## src/rtl/adc_responder_pkg.sv

```systemverilog
// Shared types and defaults for the parallel-ADC responder model.
package adc_pkg;

  localparam int unsigned ADC_DATA_W      = 8;
  localparam int unsigned ADC_CONV_CYCLES = 100;
  localparam int unsigned ADC_MIN_WR      = 2;

  typedef enum logic [1:0] {
    IDLE    = 2'd0,
    ARMED   = 2'd1,
    CONVERT = 2'd2,
    DONE    = 2'd3
  } adc_state_e;

  // Timer must hold CONV_CYCLES-1, sized generously as clog2(CONV_CYCLES+1).
  function automatic int unsigned adc_timer_w(input int unsigned conv_cycles);
    return $clog2(conv_cycles + 1);
  endfunction

endpackage

```

## src/rtl/adc_responder_if.sv

```systemverilog
// Converter-side bus: chip select, start/read strobes, data bus and EOC.
interface adc_responder_if #(
  parameter int unsigned DATA_W = adc_pkg::ADC_DATA_W
) ();

  logic              cs_n;
  logic              wr_n;
  logic              rd_n;
  logic [DATA_W-1:0] data_out;
  logic              data_oe;
  logic              int_n;

  // Communicator (host) side.
  modport master (
    output cs_n, wr_n, rd_n,
    input  data_out, data_oe, int_n
  );

  // Converter (responder) side.
  modport slave (
    input  cs_n, wr_n, rd_n,
    output data_out, data_oe, int_n
  );

endinterface

```

## src/rtl/adc_responder_conv_timer.sv

```systemverilog
// Loadable down-counter that times the conversion; zero flag marks expiry.
module adc_conv_timer #(
  parameter int unsigned W = 7
) (
  input  logic         clk,
  input  logic         rst_n,
  input  logic         load,
  input  logic         clear,
  input  logic         en,
  input  logic [W-1:0] load_val,
  output logic         zero
);

  logic [W-1:0] count_q;
  logic [W-1:0] count_d;

  // Next count: clear beats load, decrement stops at zero.
  always_comb begin
    count_d = count_q;
    if (clear) begin
      count_d = '0;
    end else if (load) begin
      count_d = load_val;
    end else if (en && (count_q != '0)) begin
      count_d = count_q - 1'b1;
    end
  end

  // Count register.
  always_ff @(posedge clk or negedge rst_n) begin
    if (!rst_n) begin
      count_q <= '0;
    end else begin
      count_q <= count_d;
    end
  end

  assign zero = (count_q == '0);

endmodule

```

## src/rtl/adc_responder.sv

```systemverilog
// Responder side of the 8-bit parallel ADC handshake: stands in for the
// converter, track-and-holds sample_in on a valid WR release and raises
// EOC (int_n low) a fixed number of clocks later.
module adc_responder
  import adc_pkg::*;
#(
  parameter int unsigned DATA_W        = ADC_DATA_W,
  parameter int unsigned CONV_CYCLES   = ADC_CONV_CYCLES,
  parameter int unsigned MIN_WR_CYCLES = ADC_MIN_WR
) (
  input  logic                clk,
  input  logic                rst_n,
  adc_responder_if.slave      bus,
  input  logic [DATA_W-1:0]   sample_in,
  output logic                wr_err,
  output logic [7:0]          conv_cnt
);

  localparam int unsigned TMR_W = adc_timer_w(CONV_CYCLES);
  localparam int unsigned LOW_W = $clog2(MIN_WR_CYCLES + 1);

  localparam logic [LOW_W-1:0] MIN_WR_L  = LOW_W'(MIN_WR_CYCLES);
  localparam logic [LOW_W-1:0] LOW_ONE   = LOW_W'(1);
  localparam logic [TMR_W-1:0] TMR_START = TMR_W'(CONV_CYCLES - 1);

  adc_state_e        state_q,    state_d;
  logic [LOW_W-1:0]  low_cnt_q,  low_cnt_d;
  logic [DATA_W-1:0] hold_q,     hold_d;
  logic [DATA_W-1:0] data_out_q, data_out_d;
  logic              int_n_q,    int_n_d;
  logic              wr_err_q,   wr_err_d;
  logic [7:0]        conv_cnt_q, conv_cnt_d;

  logic strobe;
  logic rd;
  logic tmr_load;
  logic tmr_clear;
  logic tmr_en;
  logic tmr_zero;

  assign strobe = ~bus.cs_n & ~bus.wr_n;
  assign rd     = ~bus.cs_n & ~bus.rd_n;

  adc_conv_timer #(
    .W (TMR_W)
  ) u_timer (
    .clk      (clk),
    .rst_n    (rst_n),
    .load     (tmr_load),
    .clear    (tmr_clear),
    .en       (tmr_en),
    .load_val (TMR_START),
    .zero     (tmr_zero)
  );

  // Handshake FSM next-state and output decisions.
  always_comb begin
    state_d    = state_q;
    low_cnt_d  = low_cnt_q;
    hold_d     = hold_q;
    data_out_d = data_out_q;
    int_n_d    = int_n_q;
    wr_err_d   = 1'b0;
    conv_cnt_d = conv_cnt_q;
    tmr_load   = 1'b0;
    tmr_clear  = 1'b0;
    tmr_en     = 1'b0;

    unique case (state_q)
      IDLE: begin
        if (strobe) begin
          state_d   = ARMED;
          int_n_d   = 1'b1;
          low_cnt_d = LOW_ONE;
        end
      end

      ARMED: begin
        if (strobe) begin
          if (low_cnt_q < MIN_WR_L) begin
            low_cnt_d = low_cnt_q + 1'b1;
          end
        end else if (low_cnt_q >= MIN_WR_L) begin
          hold_d   = sample_in;
          tmr_load = 1'b1;
          state_d  = CONVERT;
        end else begin
          wr_err_d = 1'b1;
          state_d  = IDLE;
        end
      end

      CONVERT: begin
        // A new strobe restarts even if the timer expires on the same edge.
        if (strobe) begin
          state_d   = ARMED;
          low_cnt_d = LOW_ONE;
          tmr_clear = 1'b1;
        end else if (tmr_zero) begin
          data_out_d = hold_q;
          int_n_d    = 1'b0;
          conv_cnt_d = conv_cnt_q + 8'd1;
          state_d    = DONE;
        end else begin
          tmr_en = 1'b1;
        end
      end

      DONE: begin
        if (strobe) begin
          state_d   = ARMED;
          int_n_d   = 1'b1;
          low_cnt_d = LOW_ONE;
        end else if (rd) begin
          state_d = IDLE;
          int_n_d = 1'b1;
        end
      end

      default: begin
        state_d = IDLE;
        int_n_d = 1'b1;
      end
    endcase
  end

  // State and registered outputs.
  always_ff @(posedge clk or negedge rst_n) begin
    if (!rst_n) begin
      state_q    <= IDLE;
      low_cnt_q  <= '0;
      hold_q     <= '0;
      data_out_q <= '0;
      int_n_q    <= 1'b1;
      wr_err_q   <= 1'b0;
      conv_cnt_q <= '0;
    end else begin
      state_q    <= state_d;
      low_cnt_q  <= low_cnt_d;
      hold_q     <= hold_d;
      data_out_q <= data_out_d;
      int_n_q    <= int_n_d;
      wr_err_q   <= wr_err_d;
      conv_cnt_q <= conv_cnt_d;
    end
  end

  assign bus.data_out = data_out_q;
  assign bus.data_oe  = rd;
  assign bus.int_n    = int_n_q;
  assign wr_err       = wr_err_q;
  assign conv_cnt     = conv_cnt_q;

endmodule

```

## src/flat_wrapper.sv

```systemverilog
// flat-port wrapper written by rule: the top's interface ports become plain ports
module adc_responder_flat import adc_pkg::*;
#(
  parameter int unsigned DATA_W        = ADC_DATA_W,
  parameter int unsigned CONV_CYCLES   = ADC_CONV_CYCLES,
  parameter int unsigned MIN_WR_CYCLES = ADC_MIN_WR
)
  (clk, rst_n, sample_in, wr_err, conv_cnt, bus_cs_n, bus_wr_n, bus_rd_n, bus_data_out, bus_data_oe, bus_int_n);
  adc_responder_if #(.DATA_W(DATA_W)) bus_i ();
  input  logic clk;
  input  logic rst_n;
  input  logic [DATA_W-1:0] sample_in;
  output logic wr_err;
  output logic [7:0] conv_cnt;
  input wire logic [$bits(bus_i.cs_n)-1:0] bus_cs_n;
  input wire logic [$bits(bus_i.wr_n)-1:0] bus_wr_n;
  input wire logic [$bits(bus_i.rd_n)-1:0] bus_rd_n;
  output wire logic [$bits(bus_i.data_out)-1:0] bus_data_out;
  output wire logic [$bits(bus_i.data_oe)-1:0] bus_data_oe;
  output wire logic [$bits(bus_i.int_n)-1:0] bus_int_n;
  assign bus_i.cs_n = bus_cs_n;
  assign bus_i.wr_n = bus_wr_n;
  assign bus_i.rd_n = bus_rd_n;
  assign bus_data_out = bus_i.data_out;
  assign bus_data_oe = bus_i.data_oe;
  assign bus_int_n = bus_i.int_n;
  adc_responder #(.DATA_W(DATA_W), .CONV_CYCLES(CONV_CYCLES), .MIN_WR_CYCLES(MIN_WR_CYCLES)) u_core (.clk(clk), .rst_n(rst_n), .bus(bus_i), .sample_in(sample_in), .wr_err(wr_err), .conv_cnt(conv_cnt));
endmodule
```

## config.mk

```make
export PLATFORM = sky130hd
export DESIGN_NAME = adc_responder_flat
export DESIGN_NICKNAME = d
export VERILOG_FILES = /design/src/rtl/adc_responder_pkg.sv /design/src/rtl/adc_responder_if.sv /design/src/rtl/adc_responder_conv_timer.sv /design/src/rtl/adc_responder.sv /design/src/flat_wrapper.sv
export SDC_FILE = /design/constraint.sdc
export NUM_CORES = 1
export LEC_CHECK = 0
export ABC_AREA = 1
export ABC_CLOCK_PERIOD_IN_PS = 1900
export CAP_MARGIN = 20
export CORE_ASPECT_RATIO = 1.5
export CORE_UTILIZATION = 38
export DETAILED_ROUTE_END_ITERATION = 16
export GPL_ROUTABILITY_DRIVEN = 0
export PLACE_DENSITY = 0.63
export SYNTH_ARGS = -nofsm -noshare
export SYNTH_HDL_FRONTEND = slang
export SYNTH_SLANG_ARGS = --single-unit
export TNS_END_PERCENT = 5
```

## constraint.sdc

```tcl
create_clock -name clk -period 1.9 [get_ports clk]
set_input_delay 0.38 -clock clk [delete_from_list [all_inputs] [get_ports clk]]
set_output_delay 0.38 -clock clk [all_outputs]
set_load 0.005 [all_outputs]
```

; ---- Yosys cells after proc, flatten, opt, wreduce, memory -nomap -nowiden
; Index checks and enable logic that the tools add are counted.
[word_totals]
regBits = 37
inputBits = 13
output_inout_bits = 19
wordCells = 74
[classes]
n_addsub = 3
magnitude_cmp = 2
eq_ne = 12
muxes = 31
n_bitwise = 6
reduce_logical = 12
[ops]
columns = op, count
row1 = 2-to-1 mux 7 bit, 3
row2 = 2-to-1 mux 2 bit, 9
row3 = 2-to-1 mux 1 bit, 16
row4 = "!= test 2 x 1 -> 1 bit, second input constant", 5
row5 = AND reduction 3 bit, 3
row6 = "adder 8 x 1 -> 8 bit, second input constant", 1
row7 = one-hot mux 2 bit (4 select lines), 1
row8 = logical NOT 7 bit, 1
row9 = nonzero test 7 bit, 1
row10 = "subtractor 7 x 1 -> 7 bit, second input constant", 1
row11 = nonzero test 3 bit, 2
row12 = AND reduction 5 bit, 1
row13 = "== test 2 bit, second input constant", 2
row14 = "!= test 2 bit, second input constant", 2
row15 = inverter 1 bit, 4
row16 = one-hot mux 2 bit (2 select lines), 1
row17 = AND reduction 4 bit, 1
row18 = "!= test 3 x 1 -> 1 bit, second input constant", 1
row19 = "!= test 3 x 2 -> 1 bit, second input constant", 1
row20 = one-hot mux 1 bit (3 select lines), 1
row21 = OR reduction 3 bit, 1
row22 = "adder 2 x 1 -> 2 bit, second input constant", 1
row23 = bitwise AND 1 bit, 2
row24 = "== test 2 x 1 -> 1 bit, second input constant", 1
row25 = 4 further kinds, 4

; ---- Longest topological paths before layout
[depth]
ltp_word = 8
mapped_depth = 9
depth_no_buf = 9

; ---- Hierarchy
; A second synthesis with hierarchy kept.
[hier_totals]
hier_cells = 254
hier_area_um2 = 1961.9
[by_module_without_submodules]
columns = mod, n_inst, cells_each, area_each_um2, seq_area_each_um2
row1 = adc_responder, 1, 179, 1426.4, 752.0
row2 = adc_conv_timer, 1, 75, 535.5, 175.2

; ---- Least setup slack after synthesis
; Ideal clock, no wire load.
[synth_path]
path_kind = flip-flop to flip-flop
start = reg u_core.u_timer.count_q[0]
end = reg u_core.conv_cnt_q[3], in the netlist u_core.conv_cnt[3]
setup_time_ps = 123
arrival_time_ps = 1309
required_time_ps = 1777
setup_slack_ps = 469
stages_incl_launch_ff = 9
path_buffers = 0
period_less_slack_ps = 1431
cell_sequence = dfrtp_1 -> inv_1 -> ha_1 -> inv_1 -> nor2_1 -> nand3_2 -> nor2_8 -> nand2_1 -> xor2_1
[synth_between]
elab_chain_cells = 2
[synth_rtl]
columns = item, line
row1 = "start, declared", adc_responder_conv_timer.sv:14  ; logic [W-1:0] count_q;
row2 = "start signal, assigned", adc_responder_conv_timer.sv:34  ; count_q <= count_d;
row3 = logical NOT 7 bit, adc_responder_conv_timer.sv:38  ; assign zero = (count_q == '0);
row4 = AND reduction 3 bit (no source line), n/a
row5 = "end signal, assigned", adc_responder.sv:144  ; conv_cnt_q <= conv_cnt_d;
row6 = "end, declared", adc_responder.sv:32  ; logic [7:0] conv_cnt_q, conv_cnt_d;
; No other way between the ends.
; A chain may end at the register's enable or synchronous reset.

; ---- Final worst setup path
[layout_path]
start = in bus_cs_n
end = out bus_data_oe
[layout_between]
elab_chain_cells = 2
[layout_rtl]
columns = item, line
row1 = "start, declared", flat_wrapper.sv:15  ; input wire logic [$bits(bus_i.cs_n)-1:0] bus_cs_n;
row2 = inverter 1 bit, adc_responder.sv:42  ; assign rd = ~bus.cs_n & ~bus.rd_n;
row3 = bitwise AND 1 bit, adc_responder.sv:42
row4 = "end, declared", flat_wrapper.sv:19  ; output wire logic [$bits(bus_i.data_oe)-1:0] bus_data_oe;
; No other way between the ends.

==> metrics <==
Startpoint Class input port; Mapped Cells 234; clock buffer depth 2; CP Class input port to output pin; peak supply drop 797 uV; Top-Level Pins 32; pwr dens 1370 mW/mm2; RR Startpoint u_core.u_timer.count_q[0]; status complete, no violations; Post-synth EDFFs 0; crit path time final 1830 ps; Worst path max stage delay 510 ps; count leader, synth nand2_1; LEAKAGE 0.00129 uW; #FFs+latches synth 37; Worst Reg-to-Reg Cells 8; grt total ovfl 0; sequential-to-total area share from yosys stat 48.9%; Worst Hold Slack 122 ps; Worst-path clk slew 70 ps; DIE WIDTH 59.7 um; Cell Area, Placed 0.00233 mm2; Yosys top cell by area dfrtp_1; dpl hpwl 2.81 mm; critical path, cell by cell clkdlybuf4s50_1, nor2_2, clkdlybuf4s50_1; number of setup buffers added after CTS 0; number of global-route vias before repair 1517; Max-slew headroom 68.6%; CTS sink cnt 37; synthesized area 0.00189 mm2; endpoints failing setup 0; Area Growth Syn to Fin 27.5%; Least-Margin Pin Slew 472 ps; Power Total 3320 uW; cell family with most CP delay buffers and inverters; post-place setup slack 33.6 ps; Final nets 294; Vias per Instance 4.61; Final Worst Setup Slack 66.3 ps; Tcrit/Tclk final 96.5%; Final Skew 4.03 ps; post-route cell area 0.00241 mm2; Mapped Nets 251; H-tree Lvls 2; reg-to-reg endpoint u_core.conv_cnt[4]; drt initial violations 64; GRT Util Overall 16.6%; DIE AREA 0.00528 mm2; top post-synthesis cells by area dfrtp_1 48%, nand2_1 16%, nand3_1 6.6%, inv_1 5.4%, nor2_1 3.4%; Yosys cell types 27; critical path arrival 1450 ps; TNS Setup 0 ps; Routed Antenna Nets 0; Die H 88.5 um; synth warn 0; clock latency on the worst-skew pair 290 ps; share of layout cells above drive strength 1 12.9%; worst hold path type input port to async pin; ant diodes 0; Core Rows 31; Root Driver clkbuf_8; pins over their slew limit 0; global-route wire length before repair 6.51 mm; total wire length after detailed routing 3.84 mm; RSZ-0062 raised after global routing false; initial antenna violation count 0; Worst Setup End Kind output pin; synth cell count leaders 79 x nand2_1, 36 x dfrtp_1, 27 x inv_1; Pre-antenna DRT Iters 4; CP required 1520 ps; Initial Util 39.4%; share of the synthesized area in the top cell type 47.6%; Max Clock Freq 545 MHz; core footprint 0.00481 mm2; Async SR Flop Fraction 100%; Synth Flop Type dfrtp_1; Routed wire per std cell 11.2 um; routed vias 1585; average size of a mapped cell 8.10 um2; port bufs 31; CTS Buf Count 5; residual DRC count 0; Slowest cell on crit path clkdlybuf4s50_1; CP most frequent cell clkdlybuf4s50_1; reg-to-reg setup timing slack 230 ps; CP max FO 2; Worst Path Buf+Inv 2; TritonCTS clock tree built; final hold viol count 0; largest net degree at the start of global routing 38; MaxCap Viol Count 0
## cell families after synthesis
family	after synthesis	share of synthesized area, %
xor gates and xnor gates	5	2.31
and+or+nand+nor	139	34.1
buffers and inverters	35	7.86
adders and majority gates	4	2.64
AOI/OAI and AO/OA	14	4.16
DFF	37	48.9
## cell usage in the layout (no fill, tap or decap), types with 3 or more instances in the layout
cell type,instances
nand3_1,25
o21ai_1,4
nor2_1,16
o21ai_0,6
dfrtp_1,36
ha_1,4
inv_1,27
inv_2,4
nand2_4,3
xor2_1,3
clkdlybuf4s50_1,30
nand2_1,79
clkbuf_8,5
nand4_1,3
buf_4,8
nor3_1,3
nand2_2,3
## layer usage
metal / wire length (um) / share of wire (%) / track usage (%)
met1: 1550 / 40 / 17.5
met2: 2080 / 54 / 30.5
met3: 120 / 3.1 / 3.51
met4: 93 / 2.4 / 7.82
met5: 0 / 0 / 0
## sequential cells by signal, summed over array words and instances (netlist names)
| register | flops |
|---|---|
| u_core.conv_cnt | 8 |
| u_core.hold_q | 8 |
| u_core.low_cnt_q | 2 |
| u_core.wr_err | 1 |
| u_core.bus.data_out | 8 |
| u_core.u_timer.count_q | 7 |
| u_core.state_q | 2 |
| u_core.bus.int_n | 1 |
## timing repair
item	in CTS	in global routing
hold buffers	0	0
endpoints found under the setup margin	0	1
resized for setup	0	1
## metrics by stage
step | std cells | util [%]
global placement | 336 | 48.4
global route | 344 | 50.2
finish | 344 | 50.2
floorplan | 234 | -
CTS | 344 | 50.2
detailed placement | 336 | 48.4
## worst max path at each step
| stage | startpoint | endpoint | cells past startpoint |
|---|---|---|---|
| 3_3_place_gp | bus_cs_n | bus_data_oe | 3 |
| 5_1_grt | bus_rd_n | bus_data_oe | 3 |
| 3_5_place_dp | bus_cs_n | bus_data_oe | 3 |
| 4_1_cts | bus_cs_n | bus_data_oe | 3 |
| 6_report | bus_cs_n | bus_data_oe | 3 |
| 2_1_floorplan | u_core.u_timer.count_q[0] | u_core.conv_cnt[3] | 8 |
## where the power goes
group	internal, uW	switching [uW]	total [uW]
Clock	254	271	525
Sequential	1080	208	1290
Combinational	651	849	1500
## cell type report
| type | count | area (um2) |
|---|---|---|
| clock buffer | 6 | 72.6 |
| clock inverter | 2 | 10.0 |
| fill | 481 | 2390 |
| inverter | 31 | 116 |
| multi-input combinational | 162 | 821 |
| sequential | 37 | 927 |
| tap | 66 | 82.6 |
| timing repair buffer | 40 | 385 |
Note: power is estimated with default switching activity, not from simulation.
